File: config.mk
export PLATFORM = sky130hd
export DESIGN_NAME = io_read_port_fifo
export DESIGN_NICKNAME = d
export VERILOG_FILES = /design/src/rtl/io_read_port_fifo_pkg.sv /design/src/rtl/io_read_port_fifo_storage.sv /design/src/rtl/io_read_port_fifo.sv
export SDC_FILE = /design/constraint.sdc
export NUM_CORES = 1
export LEC_CHECK = 0
export CORE_ASPECT_RATIO = 1.5
export CORE_MARGIN = 4
export CORE_UTILIZATION = 25
export DETAILED_ROUTE_END_ITERATION = 10
export HOLD_SLACK_MARGIN = 0.12
export SYNTH_ARGS = -nofsm -noshare
export SYNTH_HDL_FRONTEND = slang
export SYNTH_HIERARCHICAL = 1
export SYNTH_SLANG_ARGS = --single-unit
File: constraint.sdc
create_clock -name clock -period 4.7 [get_ports clock]
set_clock_uncertainty 0.05 [all_clocks]
set_input_delay 0.705 -clock clock [delete_from_list [all_inputs] [get_ports clock]]
set_output_delay 0.705 -clock clock [all_outputs]
set_load 0.01 [all_outputs]
File: src/rtl/io_read_port_fifo_pkg.sv
// Shared defaults for the I/O read-port FIFO and its storage array.
package io_read_port_fifo_pkg;

  localparam int unsigned FIFO_WORD_WIDTH = 36;
  localparam int unsigned FIFO_DEPTH      = 8;
  localparam int unsigned FIFO_ADDR_WIDTH = 3;
  localparam string       FIFO_RAMSTYLE   = "MLAB";

  // Width of the optional underflow/overflow event counters.
  localparam int unsigned STATS_WIDTH     = 16;

endpackage

File: src/rtl/io_read_port_fifo_storage.sv
// Simple dual-port array: one synchronous write port, one asynchronous read port.
// Kept generic so the future write-port FIFO can reuse it.
module fifo_storage
  import io_read_port_fifo_pkg::*;
#(
  parameter int unsigned WORD_WIDTH = FIFO_WORD_WIDTH,
  parameter int unsigned DEPTH      = FIFO_DEPTH,
  parameter int unsigned ADDR_WIDTH = FIFO_ADDR_WIDTH,
  parameter string       RAMSTYLE   = FIFO_RAMSTYLE
) (
  input  logic                  clock,
  input  logic                  we,
  input  logic [ADDR_WIDTH-1:0] wr_addr,
  input  logic [WORD_WIDTH-1:0] wr_data,
  input  logic [ADDR_WIDTH-1:0] rd_addr,
  output logic [WORD_WIDTH-1:0] rd_data
);

  // Elaboration-time sanity checks on the configuration.
  if (DEPTH < 2 || DEPTH != (1 << ADDR_WIDTH)) begin : g_bad_depth
    $error("fifo_storage: DEPTH must be a power of two >= 2 and equal 2**ADDR_WIDTH");
  end
  if (RAMSTYLE == "") begin : g_bad_ramstyle
    $error("fifo_storage: RAMSTYLE must not be empty");
  end

  (* ramstyle = RAMSTYLE *) logic [WORD_WIDTH-1:0] mem [DEPTH];

  // Write port; contents are intentionally never reset.
  always_ff @(posedge clock) begin
    if (we) begin
      mem[wr_addr] <= wr_data;
    end
  end

  // Asynchronous read gives first-word-fall-through at the consumer.
  assign rd_data = mem[rd_addr];

endmodule

File: src/rtl/io_read_port_fifo.sv
// First-word-fall-through FIFO feeding one CPU I/O read port.
// Upstream valid/ready, downstream EF/rden/data.
// Optional event counters enabled by defining IO_READ_PORT_FIFO_STATS_EN.
module io_read_port_fifo
  import io_read_port_fifo_pkg::*;
#(
  parameter int unsigned WORD_WIDTH = FIFO_WORD_WIDTH,
  parameter int unsigned DEPTH      = FIFO_DEPTH,
  parameter int unsigned ADDR_WIDTH = FIFO_ADDR_WIDTH,
  parameter string       RAMSTYLE   = FIFO_RAMSTYLE
) (
  input  logic                   clock,
  input  logic                   reset,
  input  logic                   in_valid,
  output logic                   in_ready,
  input  logic [WORD_WIDTH-1:0]  in_data,
  output logic                   io_in_EF,
  input  logic                   io_rden,
  output logic [WORD_WIDTH-1:0]  io_in,
`ifdef IO_READ_PORT_FIFO_STATS_EN
  output logic [STATS_WIDTH-1:0] underflow_count,
  output logic [STATS_WIDTH-1:0] overflow_count,
`endif
  output logic [ADDR_WIDTH:0]    count
);

  localparam int unsigned CW = ADDR_WIDTH + 1;

  logic [ADDR_WIDTH-1:0] wr_ptr;
  logic [ADDR_WIDTH-1:0] rd_ptr;
  logic [CW-1:0]         count_next;
  logic                  push;
  logic                  pop;
  logic [WORD_WIDTH-1:0] head_data;

  // Handshake decode and occupancy update; full/empty come from count only.
  always_comb begin
    push       = in_valid && in_ready;
    pop        = io_rden && !io_in_EF;
    count_next = count + CW'(push) - CW'(pop);
  end

  // Pointers, occupancy and registered flags.
  always_ff @(posedge clock) begin
    if (reset) begin
      wr_ptr   <= '0;
      rd_ptr   <= '0;
      count    <= '0;
      in_ready <= 1'b0;
      io_in_EF <= 1'b1;
    end else begin
      if (push) begin
        wr_ptr <= wr_ptr + ADDR_WIDTH'(1);
      end
      if (pop) begin
        rd_ptr <= rd_ptr + ADDR_WIDTH'(1);
      end
      count    <= count_next;
      in_ready <= (count_next < CW'(DEPTH));
      io_in_EF <= (count_next == '0);
    end
  end

  fifo_storage #(
    .WORD_WIDTH (WORD_WIDTH),
    .DEPTH      (DEPTH),
    .ADDR_WIDTH (ADDR_WIDTH),
    .RAMSTYLE   (RAMSTYLE)
  ) u_storage (
    .clock   (clock),
    .we      (push && !reset),
    .wr_addr (wr_ptr),
    .wr_data (in_data),
    .rd_addr (rd_ptr),
    .rd_data (head_data)
  );

  // Head word is forced to zero while empty so stale storage never leaks out.
  assign io_in = io_in_EF ? '0 : head_data;

`ifdef IO_READ_PORT_FIFO_STATS_EN
  // Saturating counters of rejected pops and rejected pushes.
  always_ff @(posedge clock) begin
    if (reset) begin
      underflow_count <= '0;
      overflow_count  <= '0;
    end else begin
      if (io_rden && io_in_EF && (underflow_count != '1)) begin
        underflow_count <= underflow_count + STATS_WIDTH'(1);
      end
      if (in_valid && !in_ready && (overflow_count != '1)) begin
        overflow_count <= overflow_count + STATS_WIDTH'(1);
      end
    end
  end
`endif

endmodule

# After elaboration in Yosys (flattened, before gate mapping)

Memories as Yosys holds them, arrays and structs flattened. A register that Yosys moved wholly into a read port is not among the register bits.
Cells that the tools add are included.

Add/subtract/negate cells: 4
Reductions and logical operators: 6
Multiplexer cells: 5
$lt $le $gt $ge: 1

Operator list:

| operator              | number |
|---|---|
| $mux W36              | 1 |
| $add A3 B1 Y3 const B | 2 |
| $mux W3               | 2 |
| $add A4 B1 Y4         | 1 |
| $logic_not A4 Y1      | 1 |
| $lt A4 B4 Y1 const B  | 1 |
| $sub A4 B1 Y4         | 1 |
| $logic_and A1 B1 Y1   | 3 |
| $logic_not A1 Y1      | 2 |
| $mux W1               | 2 |

Output and inout bits: 42
Register bits after elaboration: 12
Bits of input ports: 40
Word-level logic and storage cells: 22
RAM bits: 288
Memories: 1

Memory list:

| memory        | depth | bits a word | read ports | clocked after memory_dff | write ports | RTL line                        | source |
|---|---|---|---|---|---|---|---|
| u_storage.mem | 8     | 36          | 1          | 1                        | 1           | io_read_port_fifo_storage.sv:27 | `(* ramstyle = RAMSTYLE *) logic [WORD_WIDTH-1:0] mem [DEPTH];` |

# Longest topological paths before layout

Gate-level depths: netlist of run 1.

Word-level depth: 4
Gate-level depth with buffers: 8
Depth with buffers taken out: 8

# Modules after synthesis

The synthesis of run 1 kept the hierarchy.

Modules (own cells, without submodules):

| module            | instances | cells an instance | sequential area each (µm²) | area each (µm²) |
|---|---|---|---|---|
| fifo_storage      | 1         | 429               | 8648.3                     | 11141.9 |
| io_read_port_fifo | 1         | 99                | 240.2                      | 844.6 |

# Least setup slack after synthesis of run 1

Ideal clock, no wire load.

Path type: input -> register
Start point: input port reset
End point: memory u_storage/mem[0][0] (netlist name) (enable)
Setup time: 0.474 ns
Path buffers: 1
Arrival time: 3.619 ns
Slack: 0.557 ns
Data required time: 4.176 ns
Stages on the path: 4
Cells stage by stage: clkbuf_1 -> nor2_1 -> nand2b_1 -> nor3_1

Longest elaborated chain between the ends: 4

RTL lines:

| element                       | RTL line                        | source |
|---|---|---|
| start, declared               | io_read_port_fifo.sv:13         | `input logic reset,` |
| $logic_not A1 Y1              | io_read_port_fifo.sv:71         | `.we (push && !reset),` |
| $logic_and A1 B1 Y1           | io_read_port_fifo.sv:71         |  |
| $mux W1                       | io_read_port_fifo_storage.sv:31 | `if (we) begin` |
| $mux W1 (not written as such) | io_read_port_fifo_storage.sv:32 | `mem[wr_addr] <= wr_data;` |
| end, declared                 | io_read_port_fifo_storage.sv:27 |  |

No other way between the ends.

==> results of run 1 <==
-- state kept, by name, indices dropped and copies added, names as in the netlist --
name and count:
u_storage/mem 288, io_in_EF 1, rd_ptr 3, count 4, wr_ptr 3, in_ready 1
-- power by group through the flow --
| stage | registers [mW] | clock network [mW] | logic, mW |
|---|---|---|---|
| final | 3.09 | 2.42 | 1.20 |
| after global placement | 3.15 | 0 | 1.22 |
| after global routing | 3.11 | 2.61 | 1.29 |
| after detailed placement | 3.16 | 0 | 1.23 |
| after floorplan | 3.09 | 0 | 0.762 |
| after CTS | 3.10 | 2.50 | 1.23 |
-- final timing paths --
path                               start                endpoint  slack, ns
setup / recovery  rd_ptr[0]$_SDFFE_PP0P_               io_in[31]       0.83
hold reg to reg   wr_ptr[2]$_SDFFE_PP0P_  wr_ptr[2]$_SDFFE_PP0P_       0.48
hold / removal    wr_ptr[2]$_SDFFE_PP0P_  wr_ptr[2]$_SDFFE_PP0P_       0.48
setup reg to reg     io_in_EF$_SDFF_PP1_     io_in_EF$_SDFF_PP1_       2.25
-- per-stage QoR --
step,cell area [um2],std cells
finish,14660,1253
global route,14660,1253
CTS,14660,1252
detailed placement,13660,1200
global placement,13660,1200
floorplan,11990,528
-- cells in the mapped netlist (3+ instances only) --
master      n  area, um2
a21oi_1     3      15.01
nand2_1     5      18.77
mux2_2     36      405.4
ha_1        6      75.07
nand3_1     4      20.02
inv_1       5      18.77
nor2_1     14      52.55
clkbuf_1    6      22.52
dfxtp_1    12      240.2
mux4_1     72       1892
nor2b_1    11      68.82
buf_1       9      33.78
xor2_1      3      26.28
buf_6       8      90.09
edfxtp_1  288       8648
nand2b_1    3      18.77
and2b_1    28      210.2
-- per-layer routing --
layer,up-vias,part of all wire [%],GRT usage [%]
met2,79,54,17.96
met5,-,0.048,0
met4,2,1.9,2.979
met3,31,3.6,1.743
li1,2441,-,-
met1,2829,40,10.90
-- cell type report --
| class | count | share of cell area [%] |
|---|---|---|
| inverters | 5 | 0.1280 |
| clock buffers | 31 | 4.855 |
| well taps | 600 | 5.119 |
| flip-flops and latches | 300 | 60.68 |
| clock inverters | 21 | 1.945 |
| repair buffers | 97 | 6.945 |
| multi-input cells | 198 | 20.31 |
| diodes | 1 | 0.01706 |
-- kinds of logic (layout without fill, tap and decap cells) --
group,after synthesis,after routing,synth area share [%]
mux,109,109,19.25
simple gates,70,70,3.518
xor+xnor,6,6,0.5011
flops,300,300,74.15
other cells,0,1,0
buf+inv,30,154,1.461
compound gates,6,6,0.3236
fa+ha+maj,7,7,0.7933
-- worst reg2reg max path: cells and delay by family (launching register included) --
kind | cells | cell delay, ns
AOI/OAI and AO/OA | 1 | 0.18
and+or+nand+nor | 2 | 0.30
adders and majority gates | 3 | 0.92
xor gates and xnor gates | 1 | 0.21
buffers and inverters | 1 | 0.04
DFF | 1 | 0.67
==> summary.md, run 1 <==
| Metric | Value |
|---|---|
| Status | complete, no violations |
| Total grt overflow | 0 |
| Synth Flop Type | edfxtp_1 |
| Yosys warnings | 6 |
| Fillers | 4575 |
| Wirelength, routed | 25210 um |
| Vias per cell | 4.295 |
| Max Cap Viol | 0 |
| Vias | 5382 |
| Clock Sinks | 300 |
| Commonest non-fill, non-tap cell in the layout | edfxtp_1 |
| RePlAce Congestion | 0.6493 |
| Comb power frac | 17.8% |
| Hold Buf Count CTS | 0 |
| Hold/Removal Path Class | register to register |
| Area occupied by multi-input gates | 0.002978 mm2 |
| Final Cycle Share | 82.43% |
| Final setup vio count | 0 |
| Clock share of power | 36.1% |
| Cell count along the critical path | 5 |
| Overall Power | 6.704 mW |
| CTS root buffer | clkbuf_16 |
| Routed len/inst | 20.12 um |
| FF-to-FF path depth | 8 |
| Largest net degree at the start of global routing | 74 |
| Synthesis-to-finish area growth | 22.34% |
| Slowest library cell on the worst path | mux4_1 |
| LEAKAGE | 4.671 nW |
| Distinct cells, synth | 29 |
| Crit path time final | 3.874 ns |
| WS Path Type | register to output port |
| Worst vdd ir | 0.0002332 V |
| Post-Syn Area per Cell | 22.70 um2 |
| Post-Syn Nets | 575 |
| Post_cts resized | 0 |
| Internal power | 5.122 mW |
| CTS clock-pin slew for the worst setup and hold paths | 0.06 ns |
| Seq pwr share | 46.1% |
| Die area | 0.05159 mm2 |
| GRT Util Overall | 9.537% |
| Die H | 276.2 um |
| CP Capture Type | output port |
| PD cells | 457.2 mW/mm2 |
| CTS tree | yes |
| Worst Path Arrival | 3.12 ns |
| CP top delay family | buffers and inverters |
| Seq. cell area | 0.008899 mm2 |
| Postcts setup bufs | 0 |
| IO buf count | 81 |
| RSZ-0062 raised after global routing | false |
| Switching Fraction | 23.60% |
| Crit-path max cell delay | 0.61 ns |
| Worst Path Required | 3.94 ns |
| TritonCTS Buffers | 28 |
| Proportion of layout cells with a drive suffix above 1 | 16.87% |
| Worst Path Buf+Inv | 2 |
| Clock Latency Late Sink | 0.57 ns |
| Row cnt | 98 |
| Global-route wire length before repair | 37400 um |
| Die X | 186.8 um |
| # IOs | 82 |
| # DRC | 0 |
| DR iter-0 viols | 259 |
| Worst Tran Pin Value | 1.043 ns |
| Starting Density | 25.19% |
| Worst Hold Slack | 0.4807 ns |
| Clock Path Buffers | 3 |
| Number of synthesized flops with an enable pin | 288 |
| Hold Vio Cnt, Final | 0 |
| Synthesis-stage register bit count | 300 |
| Commonest non-fill, non-tap cells in the layout | 288 x edfxtp_1, 81 x clkdlybuf4s50_1, 72 x mux4_1, 36 x mux2_2 |
| HPWL after detailed placement | 14590 um |
| Setup tns final | 0 ns |
| Max-Slew Margin vs Limit | 30.46% |
| Max frequency | 258.1 MHz |
| Syn Std Cell Area | 0.01199 mm2 |
| Fin. max-slew vios | 0 |
| Antenna violations before repair | 2 |
| Crit-path max FO | 24 |
| Antenna viol nets, final | 0 |
| Htree depth | 1 |
| Synth Instances | 528 |
| Asr flop ratio synth | 0% |
| Worst Hold Depth | 2 |
| Place WS | 1.373 ns |
| Sequential fraction of the synthesis area | 74.15% |
| Nets | 677 |
| DRT Pass-1 Iters | 4 |
| Final core occ | 30.82% |
| Sw Pwr | 1.582 mW |
| Core ar. | 0.04758 mm2 |
| Min setup slack post-route | 0.8256 ns |
| Vias in the first global route | 5793 |
| Crit path cell chain | buf_4 -> mux4_1 -> mux2_2 -> and2b_1 -> clkdlybuf4s50_1 |
| CP Launch Type | register |
No activity file was read; power rests on OpenSTA's default activity.
==> run 2, diff against run 1 <==
==> constraint.sdc (replaced) <==
create_clock -name clock -period 3.7 [get_ports clock]
set_clock_uncertainty 0.05 [all_clocks]
set_input_delay 0.555 -clock clock [delete_from_list [all_inputs] [get_ports clock]]
set_output_delay 0.555 -clock clock [all_outputs]
set_load 0.01 [all_outputs]
==> run 2 against run 1 <==
  * Final cell count increased by 0.40%
  * Clock-buffer cell count grew 1
  * Power increased by 21%
  * First-iteration DRC count is 4.6% higher
  * Critical path depth is the same
  * Critical endpoint is now io_in[35]
  * Critical path type unchanged
  * Highest routed layer unchanged
  * Global-route usage increased by 0.20 points
  * Final area decreased by 0.75%
==> summary.md, run 2 (synthesis gave the netlist of run 1 again) <==
| Metric | Value |
|---|---|
| CTS clock-pin slew for the worst setup and hold paths | 0.06 ns |
| Worst vdd ir | 0.0002718 V |
| Worst Path Arrival | 2.88 ns |
| Vias per cell | 4.333 |
| Nets | 685 |
| Post-Place Cells | 1209 |
| Routed len/inst | 20.31 um |
| Row cnt | 98 |
| Non-Filler Instances | 1258 |
| Worst Tran Pin Value | 0.5439 ns |
| Postcts setup bufs | 0 |
| GRT Util Overall | 9.732% |
| DRT Pass-1 Iters | 4 |
| # DRC | 0 |
| Total grt overflow | 0 |
| Max frequency | 286.7 MHz |
| Fin. max-slew vios | 0 |
| Antenna viol nets, final | 0 |
| CTS root buffer | clkbuf_16 |
| Post_cts resized | 0 |
| Clock Sinks | 300 |
| Setup tns final | 0 ns |
| Global-route wire length before repair | 38520 um |
| Core ar. | 0.04758 mm2 |
| Final Cycle Share | 94.26% |
| WS Path Type | register to output port |
| CP Capture Type | output port |
| IO buf count | 81 |
| Wirelength, routed | 25550 um |
| Commonest non-fill, non-tap cell in the layout | edfxtp_1 |
| Max-Slew Margin vs Limit | 63.74% |
| LEAKAGE | 4.631 nW |
| Top flop regs | u_storage/mem: 288 flops, count: 4 flops |
| PD cells | 557.7 mW/mm2 |
| Proportion of layout cells with a drive suffix above 1 | 17.38% |
| Starting Density | 25.19% |
| Fillers | 4582 |
| TritonCTS Buffers | 27 |
| Final core occ | 30.59% |
| Area post-placement | 0.01372 mm2 |
| Status | complete, no violations |
| RSZ-0062 raised after global routing | false |
| Largest Register | u_storage/mem |
| Crit path time final | 3.487 ns |
| CTS tree | yes |
| Hold Buf Count CTS | 0 |
| Synthesis-to-finish area growth | 21.42% |
| Clock Path Buffers | 3 |
| Largest net degree at the start of global routing | 40 |
| DR iter-0 viols | 271 |
| Die X | 186.8 um |
| Die area | 0.05159 mm2 |
| RePlAce Congestion | 0.6864 |
| Antenna violations before repair | 3 |
| HPWL after detailed placement | 15500 um |
| CP Launch Type | register |
| Max Cap Viol | 0 |
| Die H | 276.2 um |
| Final setup vio count | 0 |
| # IOs | 82 |
| Hold Vio Cnt, Final | 0 |
| Max reg flops | 288 |
| Htree depth | 1 |
| Worst Path Required | 3.09 ns |
| Vias in the first global route | 5835 |
| Crit-path max FO | 16 |
| Vias | 5451 |
| Commonest non-fill, non-tap cells in the layout | 288 x edfxtp_1, 81 x clkdlybuf4s50_1, 72 x mux4_1, 36 x mux2_2, 28 x and2b_1 |
| Hold/Removal Path Class | register to register |
| Design Area, Final | 0.01455 mm2 |
| Clock Latency Late Sink | 0.53 ns |
-- run 2: changes by cell type in the layout (fill, tap and decap cells not counted), sizes merged --
cell      delta
buf          +9
bufinv       -4
inv          -4
clkinv       +3
clkbuf       +1
clkinvlp     -1
diode        +1
-- run 2: where the power goes --
part           leakage, nW  internal [mW]  switching (mW)
Sequential            2.69           3.80           0.109
Combinational         1.53          0.905           0.658
Clock                0.408           1.48            1.17
-- run 2: worst paths after layout --
path / from / end / slack, ns / depth (start not counted)
setup / recovery: rd_ptr[0]$_SDFFE_PP0P_ / io_in[35] / 0.21 / 5
hold / removal: wr_ptr[2]$_SDFFE_PP0P_ / wr_ptr[2]$_SDFFE_PP0P_ / 0.48 / 2
setup reg to reg: io_in_EF$_SDFF_PP1_ / io_in_EF$_SDFF_PP1_ / 1.37 / 8
hold reg to reg: wr_ptr[2]$_SDFFE_PP0P_ / wr_ptr[2]$_SDFFE_PP0P_ / 0.48 / 2
-- run 2: metrics by stage --
stage	hold slack, ns	worst slack, ns	total power [mW]
final	0.4803	0.2125	8.117
after global placement	0.4647	0.6886	5.586
after detailed placement	0.4706	0.7157	5.592
after CTS	0.4897	0.1409	8.273
after floorplan	0.4282	0.6715	4.889
after global routing	0.5494	0.06833	8.506
-- run 2: final cells by class --
cell class	count	area (um2)	share of cell area, %
flip-flops and latches	300	8899	61.14
clock buffers	32	694.4	4.771
inverters	5	18.77	0.1290
repair buffers	106	1061	7.290
multi-input cells	198	2990	20.55
clock inverters	15	135.1	0.9285
well taps	600	750.7	5.158
diodes	2	5.005	0.03439
-- run 2: critical path, stage by stage (launching register included) --
cell and delay, ns:
dfxtp_4 0.54, buf_4 0.30, mux4_1 0.58, mux2_2 0.28, nor2b_1 0.15, clkdlybuf4s50_1 0.50
-- run 2: metal layers --
metal	vias to the layer above	global-route usage (%)	routed length (um)
met5	-	0	27
met4	4	2.922	549
met3	36	1.932	1008
met2	88	18.30	13870
met1	2881	11.10	10090
li1	2442	-	-
